<file path="config.mk">
export PLATFORM = sky130hd
export DESIGN_NAME = tnn_eval_sequencer
export DESIGN_NICKNAME = d
export VERILOG_FILES = /design/src/rtl/tnn_eval_sequencer.sv
export SDC_FILE = /design/constraint.sdc
export NUM_CORES = 1
export LEC_CHECK = 0
export ABC_AREA = 1
export BUFFER_PORTS_ARGS = -buffer_cell sky130_fd_sc_hd__buf_2
export CAP_MARGIN = 25
export CELL_PAD_IN_SITES_DETAIL_PLACEMENT = 1
export CELL_PAD_IN_SITES_GLOBAL_PLACEMENT = 2
export CORE_ASPECT_RATIO = 0.9
export CORE_MARGIN = 2
export CORE_UTILIZATION = 29
export CTS_CLUSTER_DIAMETER = 80
export DETAILED_ROUTE_END_ITERATION = 6
export PLACE_DENSITY_LB_ADDON = 0.25
export SLEW_MARGIN = 10
export SYNTH_ARGS = -nofsm -noshare
export SYNTH_HDL_FRONTEND = slang
export SYNTH_SLANG_ARGS = --single-unit
</file>
<file path="constraint.sdc">
create_clock -name clk -period 3.1 [get_ports clk]
set_input_delay 0.62 -clock clk [delete_from_list [all_inputs] [get_ports clk]]
set_output_delay 0.62 -clock clk [all_outputs]
set_load 0.05 [all_outputs]
</file>
<file path="src/rtl/tnn_eval_sequencer.sv">
// rtl/tnn_eval_sequencer.sv - on-chip evaluation sequencer for the combinational TNN classifier
// Streams ROM test vectors into the classifier, waits a settle time, and scores predictions.
module tnn_eval_sequencer #(
    parameter int FEAT_CNT      = 11,
    parameter int FEAT_BITS     = 4,
    parameter int CLASS_CNT     = 7,
    parameter int TEST_CNT      = 1470,
    parameter int SETTLE_CYCLES = 4,
    localparam int PRED_W = $clog2(CLASS_CNT),
    localparam int ADDR_W = (TEST_CNT > 1) ? $clog2(TEST_CNT) : 1,
    localparam int CNT_W  = $clog2(TEST_CNT + 1),
    localparam int FEAT_W = FEAT_CNT * FEAT_BITS
) (
    input  logic              clk,
    input  logic              rst_n,
    input  logic              start,
    output logic [ADDR_W-1:0] rom_addr,
    input  logic [FEAT_W-1:0] rom_feat,
    input  logic [PRED_W-1:0] rom_gold,
    output logic [FEAT_W-1:0] features,
    input  logic [PRED_W-1:0] prediction,
    output logic              busy,
    output logic              done,
    output logic [CNT_W-1:0]  correct_cnt,
    output logic [CNT_W-1:0]  tested_cnt,
    output logic              mism_valid,
    output logic [ADDR_W-1:0] mism_idx
);

    localparam int SW = (SETTLE_CYCLES > 1) ? $clog2(SETTLE_CYCLES) : 1;
    localparam logic [31:0] CLASS_LIM = CLASS_CNT;
    localparam logic [ADDR_W-1:0] LAST_IDX = ADDR_W'(TEST_CNT - 1);
    localparam logic [SW-1:0] SETTLE_LOAD = SW'(SETTLE_CYCLES - 1);

    typedef enum logic [2:0] {
        IDLE   = 3'd0,
        FETCH  = 3'd1,
        APPLY  = 3'd2,
        SETTLE = 3'd3,
        CHECK  = 3'd4,
        DONE   = 3'd5
    } state_t;

    state_t             state_q, state_d;
    logic [ADDR_W-1:0]  idx_q, idx_d;
    logic [FEAT_W-1:0]  feat_q, feat_d;
    logic [PRED_W-1:0]  gold_q, gold_d;
    logic [SW-1:0]      settle_q, settle_d;
    logic [CNT_W-1:0]   correct_q, correct_d;
    logic [CNT_W-1:0]   tested_q, tested_d;
    logic               mism_valid_q, mism_valid_d;
    logic [ADDR_W-1:0]  mism_idx_q, mism_idx_d;
    logic [31:0]        pred_ext;
    logic               pred_hit;

    // Out-of-range predictions never score, even if the gold ROM holds the same code.
    assign pred_ext = 32'(prediction);
    assign pred_hit = (prediction == gold_q) && (pred_ext < CLASS_LIM);

    always_comb begin
        state_d      = state_q;
        idx_d        = idx_q;
        feat_d       = feat_q;
        gold_d       = gold_q;
        settle_d     = settle_q;
        correct_d    = correct_q;
        tested_d     = tested_q;
        mism_valid_d = 1'b0;
        mism_idx_d   = mism_idx_q;
        case (state_q)
            IDLE, DONE: begin
                if (start) begin
                    state_d   = FETCH;
                    idx_d     = '0;
                    correct_d = '0;
                    tested_d  = '0;
                end
            end
            FETCH: state_d = APPLY;
            APPLY: begin
                feat_d   = rom_feat;
                gold_d   = rom_gold;
                settle_d = SETTLE_LOAD;
                state_d  = SETTLE;
            end
            SETTLE: begin
                if (settle_q == '0) begin
                    state_d = CHECK;
                end else begin
                    settle_d = settle_q - SW'(1);
                end
            end
            CHECK: begin
                tested_d = tested_q + CNT_W'(1);
                if (pred_hit) begin
                    correct_d = correct_q + CNT_W'(1);
                end else begin
                    mism_valid_d = 1'b1;
                    mism_idx_d   = idx_q;
                end
                if (idx_q == LAST_IDX) begin
                    state_d = DONE;
                end else begin
                    idx_d   = idx_q + ADDR_W'(1);
                    state_d = FETCH;
                end
            end
            default: state_d = IDLE;
        endcase
    end

    always_ff @(posedge clk) begin
        if (!rst_n) begin
            state_q      <= IDLE;
            idx_q        <= '0;
            feat_q       <= '0;
            gold_q       <= '0;
            settle_q     <= '0;
            correct_q    <= '0;
            tested_q     <= '0;
            mism_valid_q <= 1'b0;
            mism_idx_q   <= '0;
        end else begin
            state_q      <= state_d;
            idx_q        <= idx_d;
            feat_q       <= feat_d;
            gold_q       <= gold_d;
            settle_q     <= settle_d;
            correct_q    <= correct_d;
            tested_q     <= tested_d;
            mism_valid_q <= mism_valid_d;
            mism_idx_q   <= mism_idx_d;
        end
    end

    assign rom_addr    = idx_q;
    assign features    = feat_q;
    assign correct_cnt = correct_q;
    assign tested_cnt  = tested_q;
    assign mism_valid  = mism_valid_q;
    assign mism_idx    = mism_idx_q;
    assign busy        = (state_q == FETCH) || (state_q == APPLY) ||
                         (state_q == SETTLE) || (state_q == CHECK);
    assign done        = (state_q == DONE);

endmodule

</file>
* Word level (Yosys, flattened, before mapping)
Index checks and enable logic that the tools add are counted.
** Operators by class
- Add/subtract/negate cells :: 4
- $lt $le $gt $ge :: 1
- Eq/ne operators :: 12
- Multiplexer cells :: 13
- Bitwise logic cells :: 1
- Reduce and logical (&&, ||, !) cells :: 16
** Operator list (number)
- $pmux W11 S2 :: 3
- $add A11 B1 Y11 const B :: 3
- $mux W11 :: 3
- $pmux W3 S5 :: 1
- $eq A11 B11 Y1 const B :: 1
- $ne A2 B2 Y1 const B :: 5
- $reduce_and A2 Y1 :: 5
- $mux W3 :: 3
- $eq A3 B2 Y1 const B :: 2
- $eq A3 B3 Y1 const B :: 2
- $reduce_and A3 Y1 :: 2
- $pmux W2 S2 :: 1
- $reduce_bool A2 Y1 :: 2
- $eq A3 B1 Y1 const B :: 1
- $eq A3 B3 Y1 :: 1
- $logic_not A3 Y1 :: 1
- $logic_or A1 B1 Y1 :: 3
- $lt A3 B3 Y1 const B :: 1
- $logic_not A2 Y1 :: 1
- $mux W2 :: 1
- $reduce_or A2 Y1 :: 1
- $sub A2 B1 Y2 const B :: 1
- $logic_and A1 B1 Y1 :: 1
- $mux W1 :: 1
- $not A1 Y1 :: 1
** Word-level totals
- Bits in registers :: 97
- Input port bits :: 53

* Logic depth before layout (Yosys ltp)
Gate-level depths: netlist of run 1.
- Word-level depth :: 4
- Depth in mapped cells :: 10
- Depth with buffers taken out :: 10

* Worst setup path after synthesis of run 1
OpenSTA, ideal clock, no wires.
- Path type :: register -> output
- Start :: register state_q[0]
- End :: output port busy
- Arrival :: 1.343 ns
- Slack :: 1.137 ns
- Cell stages (with the launch flop) :: 9
- Buffers on the path :: 1
- Cells stage by stage :: dfxtp_1 inv_2 nand2_2 nor2_4 inv_2 buf_4 nand2_1 inv_1 nand3_1
** On the way
- Longest elaborated chain between the ends :: 4
- Elaborated cells on any way between the ends :: 7
- Those cells by class :: 4 x eq/ne; 3 x reduce/logical
** Ends and longest elaborated chain
- from (decl) :: line 44 : state_t state_q, state_d;
- from (signal assigned) :: line 124 : state_q <= state_d;
- $eq A3 B1 Y1 / $eq A3 B2 Y1 (equally long branches) :: line 142 : assign busy = (state_q == FETCH) || (state_q == APPLY) ||
- $logic_or A1 B1 Y1 (2 in series) :: line 142
- $logic_or A1 B1 Y1 (*) :: line 143 : (state_q == SETTLE) || (state_q == CHECK);
- to (decl) :: line 22 : output logic busy,
Mark *: on every way between the ends. The rest lies on a longest branch, timed or not.

* Worst setup path after layout of run 1
Same ends and word-level chain as after synthesis.

==> results.yml, run 1 <==
place:
  pre_cts_ws_ns: 1.08
  gp_congestion: 0.765
  dp_hpwl_mm: 9.08
  port_buffers: 143
min_path:
  min_path_type: "reg -> reg"
setup_path:
  worstSetupStartpointType: "flop"
  cp.arrival_ns: 1.59
  cp_max_fo: 5
  required_ns: 2.48
  end_kind: "output port"
  criticalPathCategory: "reg -> out"
  r2r_slack_ns: 1.12
cells_and_area:
  num-fill-cells: 1891
  ff_latch_area_um2: 1940
  fin_nets: 791
  antenna_cells: 0
  multiInputGateArea_um2: 2020
  final_common_cell: "nor2_1"
  syn_to_final_growth_pct: 28.0
  drive_above_1_share: 0.249
  final_cell_mix: "nor2_1, buf_2, dfxtp_1"
routing:
  wl_per_cell_um: 13.5
  wl_met2_mm: 5.97
  drt_pass1_iterations: 4
  drc_errors: 0
  routed_via_density: 4.62
  wl_met3_um: 977
  vias: 4324
  topRoutingLayerUsed: "met4"
  drtIter0Drc: 115
  met1_length_mm: 5.55
  ant_nets: 0
  drt_wl_total_mm: 12.6
floorplanning:
  die_h_um: 119
  rows: 42
  pin_count: 144
  fp.coreArea_um2: 14600
  start_util: 0.293
  fp.dieW_um: 132
  die-area_um2: 15700
pwr:
  powerDensity_nw_per_um2: 919
  power.leakage_nw: 2.60
  peakVddDrop_mv: 0.353
global_route:
  grt_pass1_wl_mm: 21.4
  grt.overflow.total: 0
  first_global_vias: 4469
  grt_max_degree: 49
  grt.total_usage: 0.168
  antenna_found_initial: 0
timing:
  hold_viol: 0
  clock.fmax_mhz: 452
  maxSlewViolCount: 0
  slew-limit-headroom: 0.578
  finalWorstSetupSlack_ns: 0.887
  fin_setup_tns_ns: 0
  period_needed_ns: 2.21
  timing.final.crit_share: 0.714
  grt_setup_unrepaired: "no"
  finalClockSkew_ns: 0.00516
  tightestPinTransition_ns: 0.634
  setup_viol: 0
yosys:
  synth-seq-cells: 97
  ys_types: 37
  synth_nets: 660
  synth_seq_area_share: 0.456
  postSynthAreaPerCell_um2: 7.08
  syn-instance-count: 602
  netlist_area_um2: 4260
  ys_warn_count: 0
clock_tree:
  numCtsBuffers: 9
  worstSkewPairLatency_ns: 0.35
  ctsResizeCount: 0
  clockBufferDepth: 2
  cts_sinks: 97
  htreeDepth: 3
  cts.clk_slew.worst_paths_ns: 0.07
  cts_tree: "yes"
  postCtsHoldBufs: 0
  cts-root-buf: "clkbuf_16"
  post_cts_buffers: 0
status:
  status: "completed"
flow_run:
  cap_violations: 0
[synthesized netlist by cell type]
library cell | instances | area [um2]
xor2_1 | 2 | 17.5
nand3_1 | 39 | 195
o21ai_0 | 62 | 310
a21o_1 | 1 | 7.51
ha_1 | 5 | 62.6
nand3_4 | 1 | 17.5
a31oi_1 | 1 | 6.26
o21ai_1 | 5 | 25.0
nor3b_1 | 2 | 15.0
nand2_4 | 3 | 33.8
xnor2_1 | 2 | 17.5
inv_1 | 38 | 143
inv_2 | 5 | 18.8
buf_2 | 6 | 30.0
o21bai_1 | 1 | 7.51
a21oi_1 | 31 | 155
a21oi_2 | 1 | 8.76
buf_4 | 3 | 22.5
nor4_1 | 1 | 6.26
nand4_1 | 4 | 25.0
inv_8 | 1 | 11.3
nor2_4 | 1 | 11.3
dfxtp_1 | 97 | 1940
or2_0 | 1 | 6.26
a21oi_4 | 2 | 32.5
or2_2 | 2 | 12.5
nor2_2 | 1 | 6.26
nand2_2 | 5 | 31.3
clkbuf_1 | 14 | 52.6
clkbuf_2 | 1 | 5.00
o211ai_1 | 1 | 7.51
a211oi_1 | 2 | 15.0
nor2_1 | 156 | 586
buf_6 | 2 | 22.5
nor3_1 | 6 | 30.0
nand2_1 | 96 | 360
or2_1 | 1 | 6.26
[report_power, final]
group          switching [mW]  internal, mW
logic                    1.59         0.477
clock network           0.483         0.773
registers               0.178          1.51
total                    2.25          2.76
[state kept, by name, summed over array words and instances, names as in the netlist]
register and count:
state_q 3, mism_valid 1, rom_addr 11, tested_cnt 11
settle_q 2, correct_cnt 11, features 44, gold_q 3
mism_idx 11
[area by class of cell]
type	count	area share
Timing Repair Buffer	146	0.135
Sequential cell	97	0.356
Clock inverter	4	0.0135
Clock buffer	12	0.0488
Inverter	44	0.0316
Multi-Input combinational cell	435	0.369
Tap cell	198	0.0454
[worst paths after layout]
path | startpoint | endpoint | depth (start not counted)
max | state_q[0]$_SDFFE_PN0P_ | busy | 8
min | tested_cnt[10]$_SDFFE_PN0P_ | tested_cnt[10]$_SDFFE_PN0P_ | 1
max reg2reg | state_q[0]$_SDFFE_PN0P_ | mism_idx[1]$_SDFFE_PN0P_ | 7
min reg2reg | tested_cnt[10]$_SDFFE_PN0P_ | tested_cnt[10]$_SDFFE_PN0P_ | 1
[cells by family after synthesis]
group,after synthesis,synth area share
compound gates,107,0.135
xor+xnor,4,0.00822
fa+ha+maj,5,0.0147
buf+inv,70,0.0716
flops,97,0.456
simple gates,319,0.315
[per-stage QoR]
| stage | cell area (um2) | total power [mW] | util | hold slack [ns] | instances |
|---|---|---|---|---|---|
| 2_1_floorplan | 4260 | 3.33 | - | 0.450 | 602 |
| 3_3_place_gp | 5120 | 3.77 | 0.351 | 0.438 | 920 |
| 3_5_place_dp | 5120 | 3.81 | 0.351 | 0.457 | 920 |
| 4_1_cts | 5460 | 5.10 | 0.375 | 0.463 | 936 |
| 5_1_grt | 5460 | 5.34 | 0.375 | 0.485 | 936 |
| 6_report | 5460 | 5.01 | 0.375 | 0.453 | 936 |
[metal layers]
metal  track usage  vias up
met5             0        -
met4        0.0435        0
met3        0.0741       12
met2         0.286       99
met1         0.194     2027
li1              -     2186
[worst max-delay path, cell delays in order, from the launching register on]
cell	delay [ns]
dfxtp_1	0.38
inv_2	0.14
nand2_2	0.10
nor2_4	0.11
inv_2	0.05
nand2_1	0.06
inv_1	0.05
nand3_1	0.08
buf_2	0.29
(Power assumes the default switching activity.)
==> inputs of run 2 (changes only) <==
Settings changed: ABC_AREA 1 to 0, CORE_UTILIZATION 29 to 24.
Clock period 3.1 ns to 1.8 ns, I/O delays scaled along.
==> run 2 against run 1 <==
Net effect:
- sequential power rose by 37%
- cell count decreased by 6.2%
- first-iteration DRC count up 31%
- via count fell by 3.2%
- sequential cell count unchanged
- register-to-register slack worse by 1.0 ns
- design area increased by 2.4%
- highest routed layer unchanged
- synthesized area down 6.0%
==> results.yml, run 2 <==
yosys:
  ys_types: 50
  synth_nets: 559
  synth_top_area_share: 0.484
  synth-seq-cells: 97
  postSynthAreaPerCell_um2: 8.00
  ys_warn_count: 0
  syn-instance-count: 501
  netlist_area_um2: 4010
  synthArstFlopShare: 0
  yosysTopAreaCell: "dfxtp_1"
  yosys-top-cells-area: "dfxtp_1, nand2_1, a21oi_1, nor2_1, o21ai_0"
  ys.flop_type: "dfxtp_1"
  synth_seq_area_share: 0.484
  synth_common_cells: "nand2_1, dfxtp_1, a21oi_1, nor2_1"
  synth_edf_count: 0
  yosysMostFrequentCell: "nand2_1"
setup_path:
  required_ns: 1.44
  worstSetupStartpointType: "flop"
  path_delay_family: "flip-flops"
  crit_buf_inv: 2
  cp_max_fo: 4
  slowest_stage: "dfxtp_2"
  cp.arrival_ns: 1.34
  cpPeakStageDelay_ns: 0.35
  criticalPathCategory: "reg -> out"
  end_kind: "output port"
  worstPathCellList: "buf_4 > nor2_2 > xnor2_2 > buf_6"
clock_tree:
  clockBufferDepth: 2
  cts.clk_slew.worst_paths_ns: 0.08
  cts_sinks: 97
  cts_tree: "yes"
  htreeDepth: 3
  postCtsHoldBufs: 0
  worstSkewPairLatency_ns: 0.35
  numCtsBuffers: 9
  cts-root-buf: "clkbuf_16"
floorplanning:
  start_util: 0.247
  rows: 44
  fp.coreArea_um2: 16200
  fp.dieW_um: 140
  die-area_um2: 17800
  die_h_um: 127
  pin_count: 144
min_path:
  min_path_type: "in -> reg"
routing:
  drtIter0Drc: 151
  drt_pass1_iterations: 4
  wl_per_cell_um: 15.6
  drc_errors: 0
  ant_nets: 0
  routed_via_density: 4.77
  drt_wl_total_mm: 13.7
  vias: 4186
timing:
  period_needed_ns: 1.70
  slew-limit-headroom: 0.733
  timing.final.crit_share: 0.947
  tightestPinTransition_ns: 0.397
  finalClockSkew_ns: 0.00826
  clock.fmax_mhz: 587
  finalWorstSetupSlack_ns: 0.0955
  hold_viol: 0
  setup_viol: 0
  grt_setup_unrepaired: "yes"
  maxSlewViolCount: 0
cells_and_area:
  instances_no_fill: 878
  num-fill-cells: 1982
  antenna_cells: 0
  largest_reg_flops: 44
  post-route-util: 0.344
  final_design_area_no_fill_um2: 5590
  final_common_cell: "nand2_1"
  final_cell_mix: "nand2_1, buf_2, dfxtp_1"
  syn_to_final_growth_pct: 39.4
  fin_nets: 724
  drive_above_1_share: 0.334
global_route:
  grt.total_usage: 0.154
  first_global_vias: 4315
  antenna_found_initial: 0
  grt.overflow.total: 0
  grt_pass1_wl_mm: 22.2
  grt_max_degree: 48
pwr:
  powerDensity_nw_per_um2: 977
  total_power_mw: 5.46
  power.leakage_nw: 2.41
  peakVddDrop_mv: 0.512
status:
  status: "completed"
place:
  port_buffers: 143
  placed_area_um2: 5230
  dp_hpwl_mm: 10.2
  gp_congestion: 0.763
  dp.cells: 862
  pre_cts_ws_ns: -0.0281
flow_run:
  cap_violations: 0
## run 2: changes by cell type after synthesis, moves of 4 or more
cell,before,now
nor2_1,156,27
nand2_1,96,144
o21ai_0,62,15
a21oi_1,31,75
inv_1,38,8
nand3_1,39,14
or4_1,0,9
and3_1,0,7
o21ai_1,5,0
o31ai_1,0,5
a31oi_1,1,5
inv_2,5,1
nand2_2,5,1
xor2_1,2,6
## run 2: worst paths after layout
path	start	end	slack, ns	depth (start not counted)
min reg2reg	features[0]$_SDFFE_PN0P_	features[0]$_SDFFE_PN0P_	0.45	2
max reg2reg	rom_addr[5]$_SDFFE_PN0P_	rom_addr[10]$_SDFFE_PN0P_	0.1	4
max	state_q[0]$_SDFFE_PN0P_	busy	0.1	4
min	rom_feat[14]	features[14]$_SDFFE_PN0P_	0.24	3
## run 2: timing repair
| item | CTS | global route |
|---|---|---|
| cloned | 0 | 0 |
| resized for setup | 6 | 7 |
| endpoints found under the setup margin | 2 | 9 |
| buffers inserted | 0 | 0 |
## run 2: final cells by class
| class | instances | area [um2] | share of cell area |
|---|---|---|---|
| multi-input combinational | 369 | 1950 | 0.350 |
| sequential | 97 | 1960 | 0.350 |
| clock inverter | 7 | 87.6 | 0.0157 |
| inverter | 10 | 37.5 | 0.00672 |
| timing repair buffer | 179 | 1070 | 0.191 |
| clock buffer | 9 | 225 | 0.0403 |
| tap | 207 | 259 | 0.0464 |
## run 2: where the power goes
part	switching [mW]	internal, mW	total (mW)
registers	0.0634	2.25	2.31
logic	0.765	0.334	1.10
clock network	0.940	1.11	2.05
## run 2: kinds of logic (layout without fill, tap and decap cells)
logic type      count (synthesis)  count (layout)  share of synthesized area
compound gates                116             116                      0.163
xor+xnor                       10              10                     0.0218
fa+ha+maj                       7               7                     0.0206
buf+inv                        35             205                     0.0381
flops                          97              97                      0.484
mux                             1               1                    0.00250
simple gates                  235             235                      0.269
## run 2: stage by stage
step                hold WS [ns]  TNS (ns)
floorplan                  0.437    -0.360
global placement           0.439         0
detailed placement         0.447    -0.100
CTS                        0.227         0
global route               0.236  -0.00705
finish                     0.241         0
## run 2: worst register-to-register path, cell delays in order, from the launching register on
cell and delay, ns:
dfxtp_1 0.48, and4_1 0.29, nand4_1 0.19, or4_1 0.51, a21oi_1 0.16
## run 2: layer usage
layer,vias up,track usage,part of all wire
met3,19,0.0415,0.053
met4,0,0.0493,0.019
li1,2065,-,-
met2,105,0.249,0.47
met1,1997,0.202,0.46
met5,-,0,0
==> inputs of run 3 (changes only) <==
Clock period 1.8 ns to 1.5 ns, I/O delays scaled along.
==> run 3 against run 2 <==
Net effect:
- the flow now finishes with violations (negative setup slack)
- via count rose by 4.1%
- first-iteration DRC count is 11% higher
- count of clock-buffer cells in the layout unchanged
- hold slack worse by 0.069 ns
- global-route usage grew 0.56 points
==> results.yml, run 3 (synthesized netlist as in run 2, its figures left out) <==
setup_path:
  cpPeakStageDelay_ns: 0.41
  path_depth: 6
  path_delay_family: "simple AND/OR/NAND/NOR gates"
  cp.arrival_ns: 1.93
  end_kind: "flop"
  slowest_stage: "or4_1"
  cp_max_fo: 8
  worstSetupStartpointType: "flop"
  worstPathCellList: "and3_4 > nor4_4 > buf_6 > nand2_2 > or4_1 > nand3_1"
  criticalPathCategory: "reg -> reg"
  r2r_cells: 6
  required_ns: 1.80
  crit_buf_inv: 1
timing:
  setup_viol: 37
  timing.final.crit_share: 1.09
  clock.fmax_mhz: 614
  hold_ws_ns: 0.172
  period_needed_ns: 1.63
  tightestPinTransition_ns: 0.316
  maxSlewViolCount: 0
  finalWorstSetupSlack_ns: -0.129
  grt_setup_unrepaired: "yes"
  finalClockSkew_ns: 0.00916
  hold_viol: 0
  slew-limit-headroom: 0.790
pwr:
  switching_share: 0.341
  powerDensity_nw_per_um2: 1040
  p_seq_frac: 0.403
  intPower_mw: 4.52
  p_clk_frac: 0.341
  switchingPower_mw: 2.34
  total_power_mw: 6.85
  pwr-share-comb: 0.256
  power.leakage_nw: 2.79
  peakVddDrop_mv: 0.613
place:
  port_buffers: 143
  dp_hpwl_mm: 10.2
  pre_cts_ws_ns: -0.274
  gp_congestion: 0.798
  placed_area_um2: 5520
cells_and_area:
  drive_above_1_share: 0.510
  fin_nets: 768
  final_cell_mix: "buf_2, nand2_1, dfxtp_1"
  largest_reg_flops: 44
  num-fill-cells: 1911
  final_common_cell: "buf_2"
  syn_to_final_growth_pct: 64.8
  final_design_area_no_fill_um2: 6610
  antenna_cells: 0
  post-route-util: 0.407
global_route:
  antenna_found_initial: 0
  grt_pass1_wl_mm: 22.7
  grt.total_usage: 0.160
  grt_max_degree: 48
  grt.overflow.total: 0
  first_global_vias: 4506
routing:
  wl_met2_mm: 7.24
  drt_pass1_iterations: 4
  drtIter0Drc: 167
  wl_per_cell_um: 16.0
  drt_wl_total_mm: 14.8
  topRoutingLayerUsed: "met4"
  drc_errors: 0
  met1_length_mm: 6.48
  wl_met3_um: 760
  routed_via_density: 4.73
  ant_nets: 0
  vias: 4358
floorplanning:
  fp.coreArea_um2: 16200
  fp.dieW_um: 140
  die_h_um: 127
  pin_count: 144
  die-area_um2: 17800
  rows: 44
  start_util: 0.247
clock_tree:
  numCtsBuffers: 9
  postCtsHoldBufs: 0
  cts.clk_slew.worst_paths_ns: 0.08
  clockBufferDepth: 2
  htreeDepth: 3
  worstSkewPairLatency_ns: 0.36
  cts_sinks: 97
  cts_tree: "yes"
  cts-root-buf: "clkbuf_16"
status:
  violations: "negative setup slack"
  status: "complete, but fails checks"
min_path:
  holdPathStages: 3
  min_path_type: "in -> reg"
flow_run:
  cap_violations: 0
-- run 3: changes by cell type in the layout (fill, tap and decap cells not counted), sizes merged --
cell / previous run / this run
clkinv: 5 / 2
buf: 179 / 220
clkbuf: 9 / 12
inv: 11 / 15
bufinv: 1 / 0
-- run 3: power by group through the flow --
stage	Combinational, mW	Clock (mW)	Sequential [mW]
6_report	1.75	2.34	2.76
5_1_grt	1.88	2.52	2.78
4_1_cts	1.53	2.43	2.76
3_5_place_dp	1.38	0	2.81
3_3_place_gp	1.36	0	2.81
2_1_floorplan	0.524	0	3.16
-- run 3: final cells by class --
class | instances | area (um2) | share of cell area
timing repair buffer | 223 | 1590 | 0.240
clock inverter | 7 | 71.3 | 0.0108
sequential | 97 | 2020 | 0.306
tap | 207 | 259 | 0.0392
clock buffer | 9 | 225 | 0.0341
multi-input combinational | 369 | 2390 | 0.363
inverter | 10 | 42.5 | 0.00644
-- run 3: stage by stage --
step                std cells  setup TNS (ns)
global route              922           -5.33
detailed placement        886           -5.68
CTS                       915           -2.29
global placement          886           -4.75
floorplan                 501           -1.22
finish                    922           -2.23
-- run 3: final timing paths --
check	startpoint	end	slack (ns)
max	gold_q[1]$_SDFFE_PN0P_	correct_cnt[8]$_SDFFE_PN0P_	-0.13
max reg2reg	gold_q[1]$_SDFFE_PN0P_	correct_cnt[8]$_SDFFE_PN0P_	-0.13
min reg2reg	features[42]$_SDFFE_PN0P_	features[42]$_SDFFE_PN0P_	0.45
min	rom_feat[41]	features[41]$_SDFFE_PN0P_	0.17
-- run 3: worst reg2reg max path, delay by kind of cell (launching register included) --
family        cells  cell delay [ns]
simple gates      5             1.05
buf+inv           1             0.19
flops             1             0.35
-- run 3: repair_timing --
item                       in CTS  in global routing
pin swaps                      19                 39
setup endpoints to repair      41                 93
cloned                          0                  3
resized for setup              60                 88
buffers inserted               13                  5
-- run 3: layer usage --
metal,vias up,global-route usage
met5,-,0
met4,0,0.0624
met3,22,0.0476
met2,90,0.273
met1,2101,0.190
li1,2145,-
